<file path="src/rtl/freq_meter.sv">
// freq_meter: counts synchronized rising edges of sig_i over a GATE_CYCLES window and reports the count.
module freq_meter #(
  parameter int GATE_CYCLES = 100_000_000,
  parameter int CNT_W = 27
) (
  input  logic             clk_i,
  input  logic             rst_i,
  input  logic             sig_i,
  input  logic             start_i,
  input  logic             cont_i,
  output logic [CNT_W-1:0] freq_o,
  output logic             valid_o,
  output logic             ovf_o,
  output logic             busy_o
);
  localparam int GW = $clog2(GATE_CYCLES);
  typedef enum logic [1:0] {IDLE, GATE, DONE} state_t;
  state_t state;
  logic s1, s2, s3, rise, full, last, sat, sat_next;
  logic [GW-1:0] gate_cnt;
  logic [CNT_W-1:0] cnt, cnt_next;
  always_comb begin
    rise = s2 & ~s3;
    full = &cnt;
    last = gate_cnt == GW'(GATE_CYCLES - 1);
    cnt_next = (rise && !full) ? cnt + 1'b1 : cnt;
    sat_next = sat | (rise & full);
  end
  // the final-cycle edge is folded in via cnt_next/sat_next when latching the result
  always_ff @(posedge clk_i) begin
    if (rst_i) begin
      state <= IDLE;
      {s1, s2, s3} <= '0;
      gate_cnt <= '0;
      cnt <= '0;
      sat <= 1'b0;
      freq_o <= '0;
      valid_o <= 1'b0;
      ovf_o <= 1'b0;
      busy_o <= 1'b0;
    end else begin
      {s1, s2, s3} <= {sig_i, s1, s2};
      valid_o <= 1'b0;
      case (state)
        IDLE: if (start_i) begin
          state <= GATE;
          busy_o <= 1'b1;
          gate_cnt <= '0;
          cnt <= '0;
          sat <= 1'b0;
        end
        GATE: begin
          gate_cnt <= gate_cnt + 1'b1;
          cnt <= cnt_next;
          sat <= sat_next;
          if (last) begin
            state <= DONE;
            busy_o <= 1'b0;
            valid_o <= 1'b1;
            freq_o <= cnt_next;
            ovf_o <= sat_next;
          end
        end
        DONE: begin
          state <= cont_i ? GATE : IDLE;
          busy_o <= cont_i;
          gate_cnt <= '0;
          cnt <= '0;
          sat <= 1'b0;
        end
        default: state <= IDLE;
      endcase
    end
  end
endmodule

</file>
<file path="config.mk">
export PLATFORM = sky130hd
export DESIGN_NAME = freq_meter
export DESIGN_NICKNAME = d
export VERILOG_FILES = /design/src/rtl/freq_meter.sv
export SDC_FILE = /design/constraint.sdc
export NUM_CORES = 1
export LEC_CHECK = 0
export CORE_MARGIN = 4
export CORE_UTILIZATION = 50
export CTS_CLUSTER_DIAMETER = 200
export DETAILED_ROUTE_END_ITERATION = 6
export MAX_ROUTING_LAYER = met4
export PLACE_DENSITY = 0.7
export RECOVER_POWER = 100
export SLEW_MARGIN = 0
export SYNTH_ARGS = -nofsm -noshare
export SYNTH_HDL_FRONTEND = slang
export SYNTH_SLANG_ARGS = --single-unit
</file>
<file path="constraint.sdc">
create_clock -name clk_i -period 3.55 [get_ports clk_i]
set_input_delay 0.5325 -clock clk_i [delete_from_list [all_inputs] [get_ports clk_i]]
set_output_delay 0.5325 -clock clk_i [all_outputs]
set_load 0.05 [all_outputs]
</file>
After elaboration in Yosys (flattened, before gate mapping)
Index checks and enable logic that the tools add are counted.
{"block": "totals", "reg_bits": 90, "in_bits": 5, "out_inout_bits": 30}
{"block": "op_classes", "addsub": 2, "n_eq_ne": 5, "n_mux": 14, "n_bitwise": 5, "reduce_logical": 10}
{"op": "one-hot mux 27 bit (3 select lines)", "count": 2}
{"op": "adder 27 x 1 -> 27 bit (second input constant)", "count": 2}
{"op": "2-to-1 mux 27 bit", "count": 2}
{"op": "== test 27 bit (second input constant)", "count": 1}
{"op": "AND reduction 27 bit", "count": 1}
{"op": "one-hot mux 1 bit (3 select lines)", "count": 2}
{"op": "one-hot mux 2 bit (3 select lines)", "count": 1}
{"op": "AND reduction 2 bit", "count": 3}
{"op": "2-to-1 mux 1 bit", "count": 5}
{"op": "2-to-1 mux 2 bit", "count": 2}
{"op": "inequality test 2 bit (second input constant)", "count": 2}
{"op": "AND reduction 3 bit", "count": 1}
{"op": "nonzero test 3 bit", "count": 1}
{"op": "AND 1 bit", "count": 2}
{"op": "== test 2 x 1 -> 1 bit (second input constant)", "count": 1}
{"op": "== test 2 bit (second input constant)", "count": 1}
{"op": "logical NOT 2 bit", "count": 1}
{"op": "inverter 1 bit", "count": 2}
{"op": "OR reduction 2 bit", "count": 1}
{"op": "logical AND 1 bit", "count": 1}
{"op": "logical NOT 1 bit", "count": 1}
{"op": "OR 1 bit", "count": 1}

Depth between registers and ports, before layout
Gate-level depths: netlist of the first run.
{"block": "logic_depth", "depth_word": 5, "depth_mapped": 9, "depth_no_buf": 7}

Least setup slack after synthesis of the first run
Ideal clock, no wire load.
{"block": "synth_timing", "path_kind": "flip-flop to flip-flop", "startpoint": "register gate_cnt[0]", "endpoint": "register freq_o[18]", "setup_time_ps": 86, "t_arrival_ps": 2041, "required_time_ps": 3464, "setup_slack_ps": 1424, "path_stages_with_launch": 10, "period_less_slack_ps": 2126, "path_cell_list": "dfxtp_1 ha_1 and3_1 nand3_2 or4_1 buf_2 nor2_8 buf_6 nor2_1 a211oi_1"}
{"block": "synth_between", "elab_chain_cells": 2}
{"element": "from (decl)", "line": "20", "rtl": "logic [GW-1:0] gate_cnt;"}
{"element": "from (signal assigned)", "line": "53", "rtl": "gate_cnt <= gate_cnt + 1'b1;"}
{"element": "== test 27 bit", "line": "25", "rtl": "last = gate_cnt == GW'(GATE_CYCLES - 1);"}
{"element": "AND reduction 2 bit (no line)"}
{"element": "to (signal assigned)", "line": "60", "rtl": "freq_o <= cnt_next;"}
{"element": "to (decl)", "line": "11", "rtl": "output logic [CNT_W-1:0] freq_o,"}
No other way between the ends.
A chain may end at the register's enable or synchronous reset.

Worst setup path after layout of the first run
{"block": "layout_timing", "startpoint": "register state[0]", "endpoint": "register cnt[16]"}
{"block": "layout_between", "elab_chain_cells": 3}
{"element": "from (decl)", "line": "18", "rtl": "state_t state;"}
{"element": "from (signal assigned)", "line": "65", "rtl": "state <= cont_i ? GATE : IDLE;"}
{"element": "== test 2 x 1 -> 1 bit, or another cell as far along", "line": "44", "rtl": "case (state)"}
{"element": "nonzero test 3 bit (no line) or inequality test 2 bit (tied branches)"}
{"element": "AND reduction 2 bit (no line)"}
{"element": "to (signal assigned)", "line": "54", "rtl": "cnt <= cnt_next;"}
{"element": "to (decl)", "line": "21", "rtl": "logic [CNT_W-1:0] cnt, cnt_next;"}
Several ways; a longest one is shown, not always the timed one.

==> impl_metrics.py, run 1 <==
metrics = {
    "yosys": {
        "synth_top_area_share_pct": 40.01,
        "synth_edf_count": 0,
        "ys_top_cells_by_count": "90 x dfxtp_1, 61 x nor2_1, 52 x o21ai_0",
        "ys_seq_elements": 90,
        "synth.area.top_cells": "dfxtp_1 40%, o21ai_0 5.8%, nor2_1 5.1%",
        "synth.distinct_cells": 57,
        "syn_area_um2": 4503,
        "yosys_warnings": 0,
        "synthCells": 539,
        "synthFlopType": "dfxtp_1",
        "yosysSeqAreaShare_pct": 40.01,
        "syn_area_per_cell_um2": 8.354,
        "async_flop_share_pct": 0,
        "synth_most_common_cell": "dfxtp_1",
        "syn-num-nets": 546,
        "yosysTopAreaCell": "dfxtp_1",
    },
    "cts": {
        "cts_resized": 0,
        "clock_sinks": 90,
        "cts-root-buf": "clkbuf_8",
        "cts_setup_buffers": 0,
        "clk_latency_ns": 0.36,
        "numCtsBuffers": 9,
        "htreeDepth": 3,
        "cts_tree": "yes",
        "hold_buffers": 0,
        "clk_pin_slew_ns": 0.09,
        "clockBufferDepth": 2,
    },
    "sta": {
        "finalSetupTns_ns": 0,
        "relSlewSlack_pct": 10.92,
        "tightest_slew_ns": 1.336,
        "finalCritPeriodShare_pct": 81.75,
        "max_freq_mhz": 344.6,
        "rsz0062_at_grt": "no",
        "slew_viol_final": 0,
        "clock-skew-final_ns": 0.01099,
        "setup_viol": 0,
        "period_minus_slack_ns": 2.902,
        "finalHoldViolations": 0,
        "whs_ns": 0.4557,
    },
    "grt": {
        "grt_pass1_vias": 3904,
        "antenna_found_initial": 0,
        "grt_max_degree": 59,
        "grt_use_total_pct": 21.56,
        "gr-total-overflow": 0,
        "grt_pass1_wl_mm": 17.90,
    },
    "floorplanning": {
        "dieArea_um2": 10590,
        "core-area_um2": 8763,
        "die_x_um": 102.9,
        "rows": 34,
        "num_io_pins": 35,
        "initial_core_util_pct": 51.38,
        "die_y_um": 102.9,
    },
    "job": {
        "drv_cap": 0,
    },
    "setup_path": {
        "critPathRequiredTime_ns": 3.75,
        "cp_slowest_cell": "clkbuf_1",
        "critPathArrivalTime_ns": 3.10,
        "max_stage_delay_ns": 1.04,
        "setup.worst_path.class": "reg2reg",
        "path_cells": "nor2b_1 > buf_4 > nand2b_1 > clkbuf_1 > a41oi_1 > o21ai_0 > o31ai_1",
        "end_kind": "register",
        "setup.worst_path.start_class": "register",
        "crit_buf_inv": 2,
        "path_delay_family": "buffers and inverters",
        "crit_path_max_fanout": 31,
    },
    "placement": {
        "place.gp.congestion": 0.8039,
        "io_buffers": 34,
        "hpwl_mm": 6.971,
        "place_area_um2": 4848,
    },
    "final_layout": {
        "fin_area_um2": 5052,
        "nets": 560,
        "fill_cells": 797,
        "insertedDiodeCount": 0,
        "drive_gt1_share_pct": 6.104,
        "area_delta_synth_final_pct": 12.20,
    },
    "routing": {
        "antenna_left": 0,
        "post_drt_wl_per_cell_um": 15.81,
        "drt_iter0_markers": 233,
        "vias_per_cell": 6.111,
        "vias": 4064,
        "drt-pass1-iter-count": 5,
        "drt-total-wl_mm": 10.51,
        "drcViolationCount": 0,
    },
    "pwr": {
        "power.leakage_nw": 1.724,
        "ir_drop_v": 0.0002183,
        "power.total_w": 0.002030,
        "p_per_area_nw_per_um2": 401.8,
    },
    "status": {
        "status": "finished, final reports clean",
    },
    "hold_path": {
        "worstHoldPathType": "reg2reg",
    },
}
[routing by layer]
metal | track usage, % | part of all wire, %
met1 | 26.72 | 45
met2 | 35.92 | 49
met3 | 2.503 | 3.3
met4 | 8.367 | 1.8
met5 | - | 0
[kinds of logic (layout without fill, tap and decap cells)]
group                    Yosys count  count (layout)  share of synthesized area [%]
adder cells (fa/ha/maj)            2               2                         0.5556
multiplexers                       2               2                         0.4446
XOR/XNOR                          25              25                          4.862
buffers and inverters             47              65                          5.196
AND/OR/NAND/NOR                  205             205                          24.59
AO/OA/AOI/OAI                    168             168                          24.34
flip-flops                        90              90                          40.01
[registers in the layout (all words and copies together), names as in the netlist]
signal	cells
s2	1
sat	1
s3	1
state	2
s1	1
ovf_o	1
cnt	27
valid_o	1
gate_cnt	27
freq_o	27
busy_o	1
[worst reg2reg max path, cell delays in order (launching register included)]
cell      delay, ns
dfxtp_1        0.39
nor2b_1        0.16
buf_4          0.20
nand2b_1       0.53
clkbuf_1       1.05
a41oi_1        0.11
o21ai_0        0.22
o31ai_1        0.09
[power breakdown]
group          internal (W)  total, W  switching (W)
registers           0.00101   0.00102     0.00000562
clock network      0.000536  0.000900       0.000365
logic             0.0000319  0.000110      0.0000777
total               0.00158   0.00203       0.000448
[cell type report]
cell class                      count  area, µm²  area share [%]
Inverter                            8      30.03          0.5944
Tap cell                          108      135.1           2.675
Clock buffer                       10      127.6           2.526
Multi-Input combinational cell    402       2447           48.44
Timing Repair Buffer               42      382.9           7.578
Clock inverter                      5      127.6           2.526
Sequential cell                    90       1802           35.66
[cell usage in the layout, fill, tap and decap left out, drive strengths merged, types with 6 or more instances in the layout]
| cell type | n |
|---|---|
| dfxtp | 90 |
| nor2 | 62 |
| o21ai | 52 |
| nand2 | 39 |
| dlygate4sd3 | 31 |
| a21oi | 29 |
| a211oi | 27 |
| nand3 | 21 |
| nand4 | 18 |
| a31oi | 18 |
| xor2 | 14 |
| and3 | 14 |
| clkbuf | 14 |
| o31ai | 13 |
| nor3 | 11 |
| xnor2 | 11 |
| inv | 8 |
| a41oi | 8 |
| and4 | 6 |
| nor4 | 6 |
[final timing paths]
kind              startpoint       to  slack [ns]  cells past startpoint
setup / recovery    state[0]  cnt[16]        0.65                      7
hold reg to reg           s1       s2        0.46                      1
setup reg to reg    state[0]  cnt[16]        0.65                      7
hold / removal            s1       s2        0.46                      1
[stage by stage]
stage          instances  utilization (%)  setup slack [ns]
6_report             665            57.65            0.6480
5_1_grt              665            57.65            0.3480
4_1_cts              665            58.24            0.7254
3_5_place_dp         650            55.33            0.7551
3_3_place_gp         650            55.33            0.8468
2_1_floorplan        539                -             1.424
No activity file was read; power rests on OpenSTA's default activity.
==> run 2, diff against run 1 <==
PLACE_DENSITY = 0.73   (was 0.7)
clock period = 2.6 ns   (was 3.55 ns; I/O delays follow)
==> run 2 against run 1 <==
Effect of this change: flip-flop and latch count stayed put; critical path depth increased by 1; core utilization rose by 0.87 points; sequential share of layout area is 0.53 points lower; wire length decreased by 0.73%; clock power is 16% higher; power increased by 27%; worst hold slack got worse by 0.0094 ns; critical path type unchanged.
==> impl_metrics.py, run 2 (synthesis results as in run 1) <==
metrics = {
    "job": {
        "drv_cap": 0,
    },
    "sta": {
        "rsz0062_at_grt": "no",
        "tightest_slew_ns": 1.059,
        "finalCritPeriodShare_pct": 91.61,
        "slew_viol_final": 0,
        "clock-skew-final_ns": 0.01406,
        "relSlewSlack_pct": 29.37,
        "period_minus_slack_ns": 2.382,
        "finalHoldViolations": 0,
        "setup_viol": 0,
        "finalSetupTns_ns": 0,
        "max_freq_mhz": 419.8,
    },
    "final_layout": {
        "mostFrequentLayoutCells": "90 x dfxtp_1, 61 x nor2_1, 52 x o21ai_0",
        "layout_commonest_cell": "dfxtp_1",
        "insertedDiodeCount": 0,
        "area_delta_synth_final_pct": 13.89,
        "fill_cells": 784,
        "nets": 576,
        "instances_no_fill": 681,
        "drive_gt1_share_pct": 8.202,
        "reg_top3": "cnt x27, freq_o x27, gate_cnt x27",
    },
    "routing": {
        "post_drt_wl_per_cell_um": 15.32,
        "drt_iter0_markers": 190,
        "drt-total-wl_mm": 10.44,
        "vias_per_cell": 6.015,
        "drt-pass1-iter-count": 5,
        "drcViolationCount": 0,
        "vias": 4096,
        "antenna_left": 0,
    },
    "grt": {
        "grt_max_degree": 55,
        "grt_pass1_vias": 3767,
        "grt_pass1_wl_mm": 17.47,
        "antenna_found_initial": 0,
        "grt_use_total_pct": 21.13,
        "gr-total-overflow": 0,
    },
    "cts": {
        "clk_latency_ns": 0.36,
        "clock_sinks": 90,
        "cts-root-buf": "clkbuf_8",
        "numCtsBuffers": 9,
        "hold_buffers": 0,
        "cts_setup_buffers": 0,
        "htreeDepth": 3,
        "clockBufferDepth": 2,
        "cts_tree": "yes",
        "clk_pin_slew_ns": 0.09,
        "cts_resized": 0,
    },
    "placement": {
        "place.gp.congestion": 0.8512,
        "dp.cells": 664,
        "io_buffers": 34,
        "hpwl_mm": 7.215,
    },
    "setup_path": {
        "crit_buf_inv": 1,
        "critPathRequiredTime_ns": 2.87,
        "path_cells": "ha_1 > and3_1 > nand3_2 > or4_1 > nor2_8 > buf_12 > nor2_1 > a211oi_1",
        "setup.worst_path.class": "reg2reg",
        "crit_path_max_fanout": 54,
        "path_delay_family": "simple AND/OR/NAND/NOR gates",
        "critPathArrivalTime_ns": 2.65,
        "cp_slowest_cell": "or4_1",
        "end_kind": "register",
        "max_stage_delay_ns": 0.64,
        "setup.worst_path.start_class": "register",
    },
    "pwr": {
        "ir_drop_v": 0.0003049,
        "p_int_w": 0.001968,
        "seq_power_share_pct": 53.9,
        "p_sw_share_pct": 23.76,
        "power_frac_clock_pct": 40.1,
        "power.total_w": 0.002582,
        "p_per_area_nw_per_um2": 503.4,
        "power.leakage_nw": 1.765,
        "comb_power_share_pct": 5.9,
        "power.switching_w": 0.0006134,
    },
    "floorplanning": {
        "initial_core_util_pct": 51.38,
        "die_y_um": 102.9,
        "die_x_um": 102.9,
        "dieArea_um2": 10590,
        "num_io_pins": 35,
        "core-area_um2": 8763,
        "rows": 34,
    },
    "status": {
        "status": "finished, final reports clean",
    },
    "hold_path": {
        "worstHoldPathType": "reg2reg",
    },
}
-- run 2: layer usage --
layer / part of all wire (%) / up-vias / track usage [%]
met3: 4.2 / 11 / 4.195
met5: 0 / - / -
met4: 1.1 / 0 / 5.677
met1: 44 / 1917 / 25.57
li1: - / 2061 / -
met2: 50 / 107 / 35.92
-- run 2: final cells by class --
type	count	area [µm²]	share of cell area (%)
Timing Repair Buffer	58	498.0	9.710
Clock inverter	6	91.34	1.781
Tap cell	108	135.1	2.635
Inverter	8	30.03	0.5855
Sequential cell	90	1802	35.13
Multi-Input combinational cell	402	2449	47.74
Clock buffer	9	123.9	2.415
-- run 2: power by group through the flow --
| stage | combinational (W) | clock [W] | sequential [W] |
|---|---|---|---|
| floorplan | 0.000104 | 0 | 0.00143 |
| global placement | 0.000151 | 0 | 0.00142 |
| detailed placement | 0.000155 | 0 | 0.00142 |
| CTS | 0.000155 | 0.00107 | 0.00139 |
| global route | 0.000170 | 0.00112 | 0.00139 |
| finish | 0.000153 | 0.00104 | 0.00139 |
-- run 2: metrics by stage --
stage | worst slack (ns) | instance area [µm²] | utilization, % | hold WS, ns
2_1_floorplan | 0.4737 | 4503 | - | 0.4138
3_3_place_gp | 0.3023 | 4954 | 56.52 | 0.4220
3_5_place_dp | 0.2192 | 4954 | 56.52 | 0.4490
4_1_cts | 0.1867 | 5169 | 58.98 | 0.4464
5_1_grt | 0.02214 | 5129 | 58.52 | 0.4594
6_report | 0.2180 | 5129 | 58.52 | 0.4463
-- run 2: path summary, 6_finish.rpt --
kind	startpoint	endpoint	slack (ns)	cells after the start
max	gate_cnt[0]	freq_o[17]	0.22	8
min	s1	s2	0.45	1
max reg2reg	gate_cnt[0]	freq_o[17]	0.22	8
min reg2reg	s1	s2	0.45	1
-- run 2: worst register-to-register path: stages (launching register included) --
cell and delay [ns]:
dfxtp_1 0.39, ha_1 0.22, and3_1 0.21, nand3_2 0.12
or4_1 0.64, nor2_8 0.14, buf_12 0.23, nor2_1 0.12
a211oi_1 0.23
==> run 3, diff against run 2 <==
ABC_AREA = 1   (was default)
PLACE_DENSITY = 0.72   (was 0.73)
==> run 3 against run 2 <==
Effect of this change: wire length grew 27%; die area is 12% higher; register-to-register slack improved by 0.09 ns; global-route usage grew 3.4 points; combinational power rose by 3%; core utilization is 0.55 points lower; largest power group unchanged; highest routed layer unchanged; via count grew 22%; critical path type unchanged.
==> impl_metrics.py, run 3 <==
metrics = {
    "final_layout": {
        "reg_top3": "cnt x27, freq_o x27, gate_cnt x27",
        "insertedDiodeCount": 0,
        "drive_gt1_share_pct": 8.575,
        "layout_commonest_cell": "nand2_1",
        "regArea_um2": 1802,
        "area_delta_synth_final_pct": 12.39,
        "fill_cells": 981,
        "multi_input_area_um2": 2781,
        "nets": 830,
        "mostFrequentLayoutCells": "240 x nand2_1, 93 x inv_1, 90 x dfxtp_1",
    },
    "cts": {
        "htreeDepth": 3,
        "clk_pin_slew_ns": 0.09,
        "cts_resized": 0,
        "clockBufferDepth": 2,
        "clock_sinks": 90,
        "hold_buffers": 0,
        "cts-root-buf": "clkbuf_8",
        "cts_tree": "yes",
        "numCtsBuffers": 9,
        "clk_latency_ns": 0.36,
        "cts_setup_buffers": 0,
    },
    "floorplanning": {
        "die_x_um": 108.9,
        "num_io_pins": 35,
        "core-area_um2": 9864,
        "initial_core_util_pct": 51.59,
        "die_y_um": 108.9,
        "rows": 36,
        "dieArea_um2": 11850,
    },
    "setup_path": {
        "critPathRequiredTime_ns": 2.78,
        "critPathArrivalTime_ns": 2.48,
        "crit_path_max_fanout": 20,
        "setup.worst_path.class": "reg2reg",
        "setup.worst_path.start_class": "register",
        "end_kind": "register",
    },
    "sta": {
        "finalHoldViolations": 0,
        "tightest_slew_ns": 1.386,
        "clock-skew-final_ns": 0.01198,
        "rsz0062_at_grt": "no",
        "max_freq_mhz": 435.4,
        "slew_viol_final": 0,
        "period_minus_slack_ns": 2.297,
        "setup_viol": 0,
        "finalCritPeriodShare_pct": 88.33,
        "relSlewSlack_pct": 7.592,
        "layout_setup_ws_ns": 0.3033,
        "finalSetupTns_ns": 0,
    },
    "routing": {
        "drt-pass1-iter-count": 5,
        "post_drt_wl_per_cell_um": 13.75,
        "vias": 5013,
        "antenna_left": 0,
        "drcViolationCount": 0,
        "drt-total-wl_mm": 13.21,
        "vias_per_cell": 5.216,
        "drt_iter0_markers": 256,
    },
    "pwr": {
        "ir_drop_v": 0.0002584,
        "power.leakage_nw": 2.298,
        "p_per_area_nw_per_um2": 449.1,
    },
    "yosys": {
        "synth.distinct_cells": 43,
        "synthCells": 792,
        "synth_most_common_cell": "nand2_1",
        "syn-num-nets": 799,
        "yosysSeqAreaShare_pct": 35.41,
        "synthFlopType": "dfxtp_1",
        "synth.area.top_cells": "dfxtp_1 35%, nand2_1 17%, inv_1 6.6%",
        "yosysTopAreaCell": "dfxtp_1",
        "ys_top_cells_by_count": "236 x nand2_1, 90 x dfxtp_1, 90 x inv_1",
        "ys_seq_elements": 90,
        "synth_edf_count": 0,
        "syn_area_um2": 5089,
        "async_flop_share_pct": 0,
        "syn_area_per_cell_um2": 6.425,
        "yosys_warnings": 0,
        "synth_top_area_share_pct": 35.41,
    },
    "status": {
        "status": "finished, final reports clean",
    },
    "grt": {
        "grt_pass1_wl_mm": 22.76,
        "grt_pass1_vias": 4737,
        "gr-total-overflow": 0,
        "grt_use_total_pct": 24.49,
        "antenna_found_initial": 0,
        "grt_max_degree": 36,
    },
    "placement": {
        "hpwl_mm": 9.842,
        "io_buffers": 34,
        "place.gp.congestion": 0.9328,
        "dp_slack_ns": 0.5029,
    },
    "hold_path": {
        "worstHoldPathType": "reg2reg",
    },
    "job": {
        "drv_cap": 0,
    },
}
-- run 3: cell count changes after synthesis, sizes merged, moves of 18 or more --
| cell | delta |
|---|---|
| a21oi | +38 |
| o21ai | -18 |
| a211oi | -26 |
| nand2 | +226 |
| inv | +85 |
| nand3 | +40 |
| nor2 | +23 |
-- run 3: metal layers --
| metal | vias to the layer above | GRT usage, % | part of all wire (%) |
|---|---|---|---|
| met4 | 0 | 7.935 | 1.4 |
| met5 | - | - | 0 |
| met3 | 16 | 3.079 | 5.8 |
| met2 | 163 | 36.01 | 42 |
| li1 | 2593 | - | - |
| met1 | 2241 | 34.86 | 50 |
-- run 3: kinds of logic after synthesis --
kind of cell | Yosys count | share of synthesized area [%]
simple gates | 454 | 39.88
buf+inv | 119 | 9.515
compound gates | 118 | 13.16
flops | 90 | 35.41
xor+xnor | 9 | 1.549
fa+ha+maj | 2 | 0.4917
-- run 3: cell type report --
cell class                      instances  area share (%)
Sequential cell                        90           31.50
Multi-Input combinational cell        583           48.63
Tap cell                              133           2.910
Inverter                               94           6.169
Timing Repair Buffer                   45           7.044
Clock inverter                          5           1.094
Clock buffer                           11           2.647
-- run 3: where the power goes --
part / internal [W] / switching, W
clock: 0.000500 / 0.000518
sequential: 0.00139 / 0.00000596
combinational: 0.0000356 / 0.000123
-- run 3: per-stage QoR --
step / area, µm² / util (%) / cells / power (W) / hold slack (ns)
final: 5719 / 57.98 / 961 / 0.002569 / 0.4107
after global placement: 5549 / 56.25 / 945 / 0.001582 / 0.3974
after floorplan: 5089 / - / 792 / 0.001541 / 0.3883
after global routing: 5719 / 57.98 / 961 / 0.002664 / 0.4458
after CTS: 5763 / 58.42 / 961 / 0.002601 / 0.4116
after detailed placement: 5549 / 56.25 / 945 / 0.001585 / 0.3954
-- run 3: final timing paths --
check        depth (start not counted)  startpoint      to  slack [ns]
max                                 12      cnt[0]  cnt[4]        0.30
min reg2reg                          2          s1      s2        0.41
max reg2reg                         12      cnt[0]  cnt[4]        0.30
min                                  2          s1      s2        0.41
-- run 3: critical path: stages, from the launching register on --
cell and delay [ns]:
dfxtp_1 0.40, ha_1 0.20, inv_1 0.11, nor2_8 0.19, nand2_4 0.10, nor2_8 0.16
nand2_4 0.07, nand2_4 0.22, inv_1 0.28, nand2_1 0.13, nand2_1 0.10, nand2_1 0.07
a21oi_1 0.07
